[config.mk]
export PLATFORM = sky130hd
export DESIGN_NAME = div3_bit_serializer
export DESIGN_NICKNAME = d
export VERILOG_FILES = /design/src/rtl/div3_bit_serializer.sv
export SDC_FILE = /design/constraint.sdc
export NUM_CORES = 1
export LEC_CHECK = 0
export ABC_AREA = 1
export ABC_CLOCK_PERIOD_IN_PS = 2100
export CAP_MARGIN = 20
export CORE_ASPECT_RATIO = 0.8
export CORE_MARGIN = 4
export CORE_UTILIZATION = 42
export DETAILED_ROUTE_END_ITERATION = 16
export GPL_TIMING_DRIVEN = 0
export PLACE_DENSITY = 0.68
export SYNTH_ARGS = -nofsm -noshare
export SYNTH_HDL_FRONTEND = slang
export SYNTH_SLANG_ARGS = --single-unit
[constraint.sdc]
create_clock -name clk -period 2.1 [get_ports clk]
set_input_delay 0.21 -clock clk [delete_from_list [all_inputs] [get_ports clk]]
set_output_delay 0.21 -clock clk [all_outputs]
set_load 0.01 [all_outputs]
[src/rtl/div3_bit_serializer.sv]
// rtl/div3_bit_serializer.sv - parallel-to-serial feeder for the divide-by-three checker
// Shifts accepted words out MSB-first and latches the checker verdict after each last bit.
module div3_bit_serializer #(
    parameter int WIDTH = 8,
    parameter int LEN_W = $clog2(WIDTH + 1)
) (
    input  logic             clk,
    input  logic             reset,
    input  logic             in_valid_i,
    output logic             in_ready_o,
    input  logic [WIDTH-1:0] in_data_i,
    input  logic [LEN_W-1:0] in_len_i,
    output logic             x_o,
    output logic             x_valid_o,
    output logic             sof_o,
    output logic             eof_o,
    input  logic             div_i,
    output logic             result_valid_o,
    output logic             result_o
);

    typedef enum logic {
        IDLE  = 1'b0,
        SHIFT = 1'b1
    } state_t;

    localparam logic [LEN_W-1:0] WIDTH_L = LEN_W'(WIDTH);
    localparam logic [LEN_W-1:0] ONE_L   = LEN_W'(1);

    state_t           state_q, state_d;
    logic [WIDTH-1:0] shreg_q, shreg_d;
    logic [LEN_W-1:0] cnt_q, cnt_d;
    logic             first_q, first_d;
    logic             result_valid_q, result_valid_d;
    logic             result_q, result_d;

    logic             last_bit;
    logic             accept;
    logic [LEN_W-1:0] len_c;

    assign last_bit = (state_q == SHIFT) && (cnt_q == ONE_L);
    assign accept   = in_valid_i && in_ready_o;
    // Zero or oversize lengths mean a full-width word.
    assign len_c    = ((in_len_i == '0) || (in_len_i > WIDTH_L)) ? WIDTH_L : in_len_i;

    always_comb begin
        state_d        = state_q;
        shreg_d        = shreg_q;
        cnt_d          = cnt_q;
        first_d        = first_q;
        result_valid_d = 1'b0;
        result_d       = result_q;
        in_ready_o     = (state_q == IDLE) || last_bit;
        x_o            = 1'b0;
        x_valid_o      = 1'b0;
        sof_o          = 1'b0;
        eof_o          = 1'b0;

        if (state_q == SHIFT) begin
            x_o       = shreg_q[WIDTH-1];
            x_valid_o = 1'b1;
            sof_o     = first_q;
            eof_o     = last_bit;
            shreg_d   = shreg_q << 1;
            cnt_d     = cnt_q - ONE_L;
            first_d   = 1'b0;
            if (last_bit) begin
                state_d        = IDLE;
                result_valid_d = 1'b1;
                result_d       = div_i;
            end
        end

        // A reload on the last bit overrides the return to IDLE: no bubble between words.
        if (accept) begin
            state_d = SHIFT;
            shreg_d = in_data_i << (WIDTH_L - len_c);
            cnt_d   = len_c;
            first_d = 1'b1;
        end
    end

    always_ff @(posedge clk) begin
        if (reset) begin
            state_q        <= IDLE;
            shreg_q        <= '0;
            cnt_q          <= '0;
            first_q        <= 1'b0;
            result_valid_q <= 1'b0;
            result_q       <= 1'b0;
        end else begin
            state_q        <= state_d;
            shreg_q        <= shreg_d;
            cnt_q          <= cnt_d;
            first_q        <= first_d;
            result_valid_q <= result_valid_d;
            result_q       <= result_d;
        end
    end

    assign result_valid_o = result_valid_q;
    assign result_o       = result_q;

endmodule
==> summary.md, run 1 <==
| Metric | Value |
|---|---|
| Outcome | `finished clean` |
| CP startpoint | `cnt_q[1]$_SDFFE_PP0P_` |
| Levels on crit path | `5` |
| Pwr Density | `between 500 and 600 mW/mm^2` |
| Final WS setup | `around 0.15 ns` |
| Die area | `0.003479 sq mm` |
| CTS tree | `yes` |
| Hold Violations, Final | `0` |
| Kind of end point of the critical path | `output port` |
| Maximum VDD drop | `about 420 uV` |
| H-tree level count | `1` |
| Gpl congestion | `0.8040` |
| Routed wire per std cell | `approximately 11 um` |
| Initial DRC Count | `56` |
| Post-synth top area share | `around 30%` |
| Type of the worst min-delay path | `primary input to flop` |
| Reg2Reg Launch Point | `cnt_q[1]$_SDFFE_PP0P_` |
| Post-Synthesis Cells | `between 150 and 200` |
| Clk buf depth | `2` |
| Clock Pin Slew Worst Setup and Hold Paths | `approximately 0.090 ns` |
| CTS sink count | `16` |
| Antenna violations before repair | `0` |
| Avg Cell Area, Syn | `between 6 and 7 sq um` |
| FF-to-FF End | `shreg_q[7]$_SDFFE_PP0P_` |
| Placed wire-length estimate | `roughly 2 mm` |
| CTS Buf Count | `3` |
| First-pass GRT wire length | `between 4 and 5 mm` |
| Startpoint Class | `flop` |
| MaxCap Viol Count | `0` |
| Site Rows | `16` |
| Post-CTS Setup Repair Bufs | `0` |
| DRC | `0` |
| Worst hold start | `in_len_i[0]` |
| Top Ports | `23` |
| Ys Warns | `0` |
| Synth area leaders | `dfxtp_1, nand2_1, nand3_1` |
| Worst path arrival time | `about 1.7 ns` |
| Routed length on met1 | `around 1.1 mm` |
| Final period util | `between 90% and 100%` |
| Max Clock Skew | `between 0.006 and 0.007 ns` |
| Top delay family on crit path | `buffers and inverters` |
| Starting Density | `~44%` |
| Fin nets | `around 210` |
| Slew @ Worst Pin | `approximately 0.47 ns` |
| Gr usage total | `15.89%` |
| ANT nets after route | `0` |
| Layout cells sized above 1 | `between 10% and 20%` |
| Vias post-DR | `1,143` |
| Die width | `approximately 65 um` |
| Number of diodes | `0` |
| DR WL met2 | `between 1 and 1.5 mm` |
| Die height | `53.56 um` |
| Tmin final | `a little under 2 ns` |
| Slew Limit Headroom | `approximately two thirds` |
| Synthesized area | `between 0.001 and 0.0015 sq mm` |
| Critical-path cell list | `inv_1, ha_1, nand3_1, nor2_1, clkdlybuf4s50_1` |
| Fin Setup TNS | `0 ns` |
| Critical Path Sink | `eof_o` |
| Reg2reg path depth | `12` |
| Yosys cell types | `28` |
| Syn nets | `roughly 180` |
| Setup violators final | `0` |
| Max Fclk | `around 0.51 GHz` |
| Worst-Skew Late Latency | `approximately 0.28 ns` |
| Commonest non-fill, non-tap cell in the layout | `nand2_1` |
| Routed met3 length | `between 100 and 150 um` |
| Largest net degree at the start of global routing | `11` |
| Synth Register Bits | `16` |
| Leak | `0.6550 nW` |
| Root Driver | `clkbuf_4` |
| First-pass DRT Iterations | `5` |
| Number of global-route vias before repair | `1,027` |
| Multi-input gate area | `approximately 660 sq um` |
| Yosys top cell by area | `dfxtp_1` |
| # fillers | `240` |
| Vias per cell | `5.126` |
| CP max stage delay | `0.56 ns` |
| IO Port Bufs | `20` |
| Critical path required time | `between 1.5 and 2 ns` |
| Placement Setup Slack | `-0.3512 ns` |
| Buffer and inverter count on the worst path | `2` |
| Top Layer Used | `met3` |
| R2r setup slk | `between 0.4 and 0.5 ns` |
| Routed Wire Length | `2.427 mm` |
| RSZ-0062 raised after global routing | `false` |
| Critical-path top delay cell | `clkdlybuf4s50_1` |
| Max Slew Vio Count | `0` |
| Core ar. | `roughly 0.0025 sq mm` |
| Most frequent cells in the layout | `nand2_1, nand3_1, clkdlybuf4s50_1, inv_1, dfxtp_1` |
| Crit Path Max Fanout | `4` |
| Seq/Total Area, Yosys | `around 30%` |
| Area delta synth->final | `27.10%` |
| Congestion Overflow GR | `0` |
| FF/Latch Area | `about 320 sq um` |
| WS Path Type | `flop to output port` |
==> sequential cells by signal, summed over array words and instances, names as in the netlist <==
signal and flops:
first_q 1, result_valid_o 1, state_q 1, cnt_q 4
result_o 1, shreg_q 8
==> how the worst min path moves through the flow <==
stage	to	slack (ns)	cells past startpoint
3_3_place_gp	shreg_q[0]$_SDFFE_PP0P_	0.46	2
5_1_grt	cnt_q[0]$_SDFFE_PP0P_	0.34	3
3_5_place_dp	shreg_q[0]$_SDFFE_PP0P_	0.46	2
6_report	cnt_q[0]$_SDFFE_PP0P_	0.31	3
4_1_cts	cnt_q[0]$_SDFFE_PP0P_	0.30	3
2_1_floorplan	state_q$_SDFF_PP0_	0.34	2
==> per-layer routing <==
layer / GRT usage (%) / vias to the layer above
li1: - / 592
met1: 21.34 / 524
met2: 26.32 / 27
met3: 5.010 / 0
met4: 1.053 / 0
met5: 0 / -
==> repair_timing <==
action | in CTS | in global routing
resized for setup | 1 | 2
hold buffers | 0 | 0
endpoints found under the setup margin | 2 | 3
==> cell type report <==
class / instances / area share (%)
sequential: 16 / 23.13
clock buffer: 4 / 2.620
timing repair buffer: 20 / 14.45
inverter: 23 / 6.323
tap: 36 / 3.252
multi-input combinational: 119 / 47.88
buffer: 5 / 2.349
==> cells in the mapped netlist <==
library cell	instances
clkbuf_2	1
nand4_1	7
nand2_4	3
clkbuf_1	1
ha_1	3
dfxtp_1	16
a21oi_1	14
a211oi_1	1
o31ai_1	3
clkinv_1	1
nor2_1	13
nand2_1	29
nor3_1	1
and2_1	1
buf_4	1
inv_2	3
nor2_2	1
buf_6	1
nand3_1	21
nand2_2	3
nor2_8	1
a31oi_1	2
xor2_1	2
inv_1	19
buf_2	1
nand3_4	1
o21ai_0	12
xnor2_1	1
==> tightest hold or removal path, stage by stage <==
cell and delay (ns):
buf_6 0.13, nand3_4 0.15, a21oi_1 0.08
==> through the flow <==
| stage | instance area (sq um) | utilization (%) | total power, mW | instances | hold WS [ns] |
|---|---|---|---|---|---|
| 3_5_place_dp | 1335 | 54.22 | 0.6200 | 219 | 0.4609 |
| 3_3_place_gp | 1335 | 54.22 | 0.6167 | 219 | 0.4578 |
| 6_report | 1385 | 56.25 | 0.8189 | 223 | 0.3146 |
| 2_1_floorplan | 1090 | - | 0.5355 | 163 | 0.3440 |
| 4_1_cts | 1373 | 55.74 | 0.8187 | 223 | 0.2958 |
| 5_1_grt | 1385 | 56.25 | 0.8839 | 223 | 0.3353 |
==> power breakdown <==
group / switching [mW] / internal, mW / leakage (nW) / total (mW)
sequential: 0.0138 / 0.333 / 0.132 / 0.347
combinational: 0.155 / 0.117 / 0.502 / 0.272
clock: 0.0944 / 0.105 / 0.0210 / 0.200
total: 0.263 / 0.556 / 0.655 / 0.819
==> kinds of logic after synthesis <==
family,count (synthesis),synth area share [%]
xor+xnor,3,2.411
compound gates,32,15.84
simple gates,81,38.00
buf+inv,28,10.91
fa+ha+maj,3,3.445
flops,16,29.39
(Power assumes the default switching activity.)
==> run 2, diff against run 1 <==
--- a/config.mk
+++ b/config.mk
@@ -12,8 +12,8 @@
 export CORE_MARGIN = 4
 export CORE_UTILIZATION = 42
 export DETAILED_ROUTE_END_ITERATION = 16
-export GPL_TIMING_DRIVEN = 0
-export PLACE_DENSITY = 0.68
+export DONT_BUFFER_PORTS = 1
+export GPL_TIMING_DRIVEN = 1
 export SYNTH_ARGS = -nofsm -noshare
 export SYNTH_HDL_FRONTEND = slang
 export SYNTH_SLANG_ARGS = --single-unit
==> summary.md, run 2 (synthesis gave the netlist of run 1 again) <==
| Metric | Value |
|---|---|
| Outcome | `finished clean` |
| Initial DRC Count | `35 (-38%)` |
| Setup violators final | `0 (unchanged)` |
| Final WS setup | `0.2743 ns (+0.1219 ns)` |
| Number of diodes | `0 (unchanged)` |
| Fin Setup TNS | `0 ns (unchanged)` |
| Hold Violations, Final | `0 (unchanged)` |
| Core ar. | `0.002462 sq mm (unchanged)` |
| CTS tree | `yes` |
| Post-CTS Resized | `0 (-1)` |
| Clk buf depth | `2 (unchanged)` |
| Gpl congestion | `0.7905 (-1.7%)` |
| H-tree level count | `1 (unchanged)` |
| Area delta synth->final | `5.396%` |
| Fin nets | `183 (-12%)` |
| Most frequent cells in the layout | `nand2_1, nand3_1, inv_1, dfxtp_1, a21oi_1` |
| IO Port Bufs | `0 (-100%)` |
| Largest net degree at the start of global routing | `13 (+2)` |
| Reg with most FFs | `shreg_q` |
| Startpoint Class | `flop` |
| Vias per cell | `5.261 (+2.6%)` |
| Die height | `53.56 um (unchanged)` |
| Clock Pin Slew Worst Setup and Hold Paths | `0.10 ns (about the same)` |
| Final period util | `86.94% (-5.8 points)` |
| Reg2Reg Launch Point | `cnt_q[1]$_SDFFE_PP0P_` |
| Reg2reg path depth | `11 (-1)` |
| Starting Density | `44.26% (unchanged)` |
| Gr usage total | `16.23% (+0.34 points)` |
| MaxCap Viol Count | `0 (unchanged)` |
| Critical path required time | `2.34 ns (+0.45 ns)` |
| FF-to-FF End | `shreg_q[7]$_SDFFE_PP0P_` |
| Top Ports | `23 (unchanged)` |
| DRC | `0 (unchanged)` |
| RSZ-0062 raised after global routing | `false` |
| Antenna violations before repair | `0 (unchanged)` |
| Routed wire per std cell | `12.50 um (+15%)` |
| Tmin final | `1.826 ns (-0.1219 ns)` |
| Slew Limit Headroom | `73.46% (+4.8 points)` |
| Placed wire-length estimate | `1.955 mm (-2.5%)` |
| Layout cells sized above 1 | `9.816% (-1.9 points)` |
| Post-CTS Setup Repair Bufs | `0 (unchanged)` |
| CP startpoint | `cnt_q[1]$_SDFFE_PP0P_` |
| Worst path arrival time | `2.07 ns (+0.33 ns)` |
| Root Driver | `clkbuf_4` |
| Crit Path Max Fanout | `12 (+8)` |
| Kind of end point of the critical path | `flop` |
| Site Rows | `16 (unchanged)` |
| CTS Buf Count | `3 (unchanged)` |
| Max Fclk | `0.5477 GHz (+6.7%)` |
| Type of the worst min-delay path | `primary input to flop` |
| Post-CTS Hold Buffers | `1 (+1)` |
| Top Registers | `shreg_q: 8 flops, cnt_q: 4 flops` |
| Placement Setup Slack | `0.1911 ns (+0.5423 ns)` |
| R2r setup slk | `0.27 ns (-0.22 ns)` |
| Leak | `0.5603 nW (-14%)` |
| Pwr Density | `667.8 mW/mm^2 (+13%)` |
| First-pass GRT wire length | `4.429 mm (+1.3%)` |
| First-pass DRT Iterations | `4 (-1)` |
| Worst-Skew Late Latency | `0.28 ns (about the same)` |
| Number of global-route vias before repair | `994 (-3.2%)` |
| Max reg flops | `8 (unchanged)` |
| Critical Path Sink | `shreg_q[7]$_SDFFE_PP0P_` |
| Commonest non-fill, non-tap cell in the layout | `nand2_1` |
| Vias post-DR | `1,047 (-8.4%)` |
| Max Clock Skew | `0.001649 ns (-0.004717 ns)` |
| Routed Wire Length | `2.487 mm (+2.5%)` |
| WS Path Type | `flop to flop` |
| Congestion Overflow GR | `0 (unchanged)` |
| Die area | `0.003479 sq mm (unchanged)` |
| CTS sink count | `16 (unchanged)` |
| ANT nets after route | `0 (unchanged)` |
| Slew @ Worst Pin | `0.3976 ns (-0.07280 ns)` |
| Max Slew Vio Count | `0 (unchanged)` |
| Final hold slack | `0.04803 ns (-0.2666 ns)` |
| Maximum VDD drop | `428.5 uV (+2.3%)` |
| Die width | `64.95 um (unchanged)` |
## run 2: critical path, stage by stage, from the launching register on
cell and delay [ns]:
dfxtp_1 0.31, inv_1 0.11, ha_1 0.17, nand3_1 0.11
nand2_2 0.13, nand2_2 0.16, inv_2 0.16, and2_1 0.31
nand3_1 0.12, nand3_1 0.09, nand2_1 0.06, inv_1 0.04
## run 2: worst min path at each step
stage                     from            endpoint  slack [ns]  cells past startpoint
floorplan           in_valid_i  state_q$_SDFF_PP0_        0.34                      2
global placement         reset  state_q$_SDFF_PP0_        0.28                      1
detailed placement       reset  state_q$_SDFF_PP0_        0.28                      1
CTS                 in_valid_i  state_q$_SDFF_PP0_        0.03                      2
global route        in_valid_i  state_q$_SDFF_PP0_        0.03                      2
finish              in_valid_i  state_q$_SDFF_PP0_        0.05                      2
## run 2: per-stage QoR
step / total power, mW / std cells / cell area (sq um) / util, %
after global routing: 0.8225 / 199 / 1149 / 46.65
after global placement: 0.5647 / 194 / 1102 / 44.77
after detailed placement: 0.5668 / 194 / 1102 / 44.77
after CTS: 0.7760 / 199 / 1149 / 46.65
final: 0.7670 / 199 / 1149 / 46.65
after floorplan: 0.5355 / 163 / 1090 / -
## run 2: area by class of cell
type                            instances  area, sq um
Timing Repair Buffer                    1        10.01
Fill cell                             284         1314
Clock buffer                            4        36.28
Multi-Input combinational cell        119        650.6
Inverter                               23        86.33
Tap cell                               36        45.04
Sequential cell                        16        320.3
## run 2: layer usage
metal | global-route usage (%) | vias to the layer above | part of all wire (%)
met2 | 27.50 | 10 | 48
li1 | - | 545 | -
met1 | 21.04 | 490 | 50
met4 | 3.158 | 0 | 0.32
met5 | 0 | - | 0
met3 | 4.384 | 2 | 2.2
## run 2: power breakdown
part,internal (mW),switching (mW)
registers,0.333,0.0191
logic,0.0755,0.134
clock network,0.106,0.0993
total,0.514,0.253
==> run 3, diff against run 2 <==
--- a/config.mk
+++ b/config.mk
@@ -13,6 +13,7 @@
 export CORE_UTILIZATION = 42
 export DETAILED_ROUTE_END_ITERATION = 16
 export DONT_BUFFER_PORTS = 1
+export GPL_ROUTABILITY_DRIVEN = 0
 export GPL_TIMING_DRIVEN = 1
 export SYNTH_ARGS = -nofsm -noshare
 export SYNTH_HDL_FRONTEND = slang
==> results of run 3 <==
The final DEF is identical to that of run 2; final timing and power are the same.
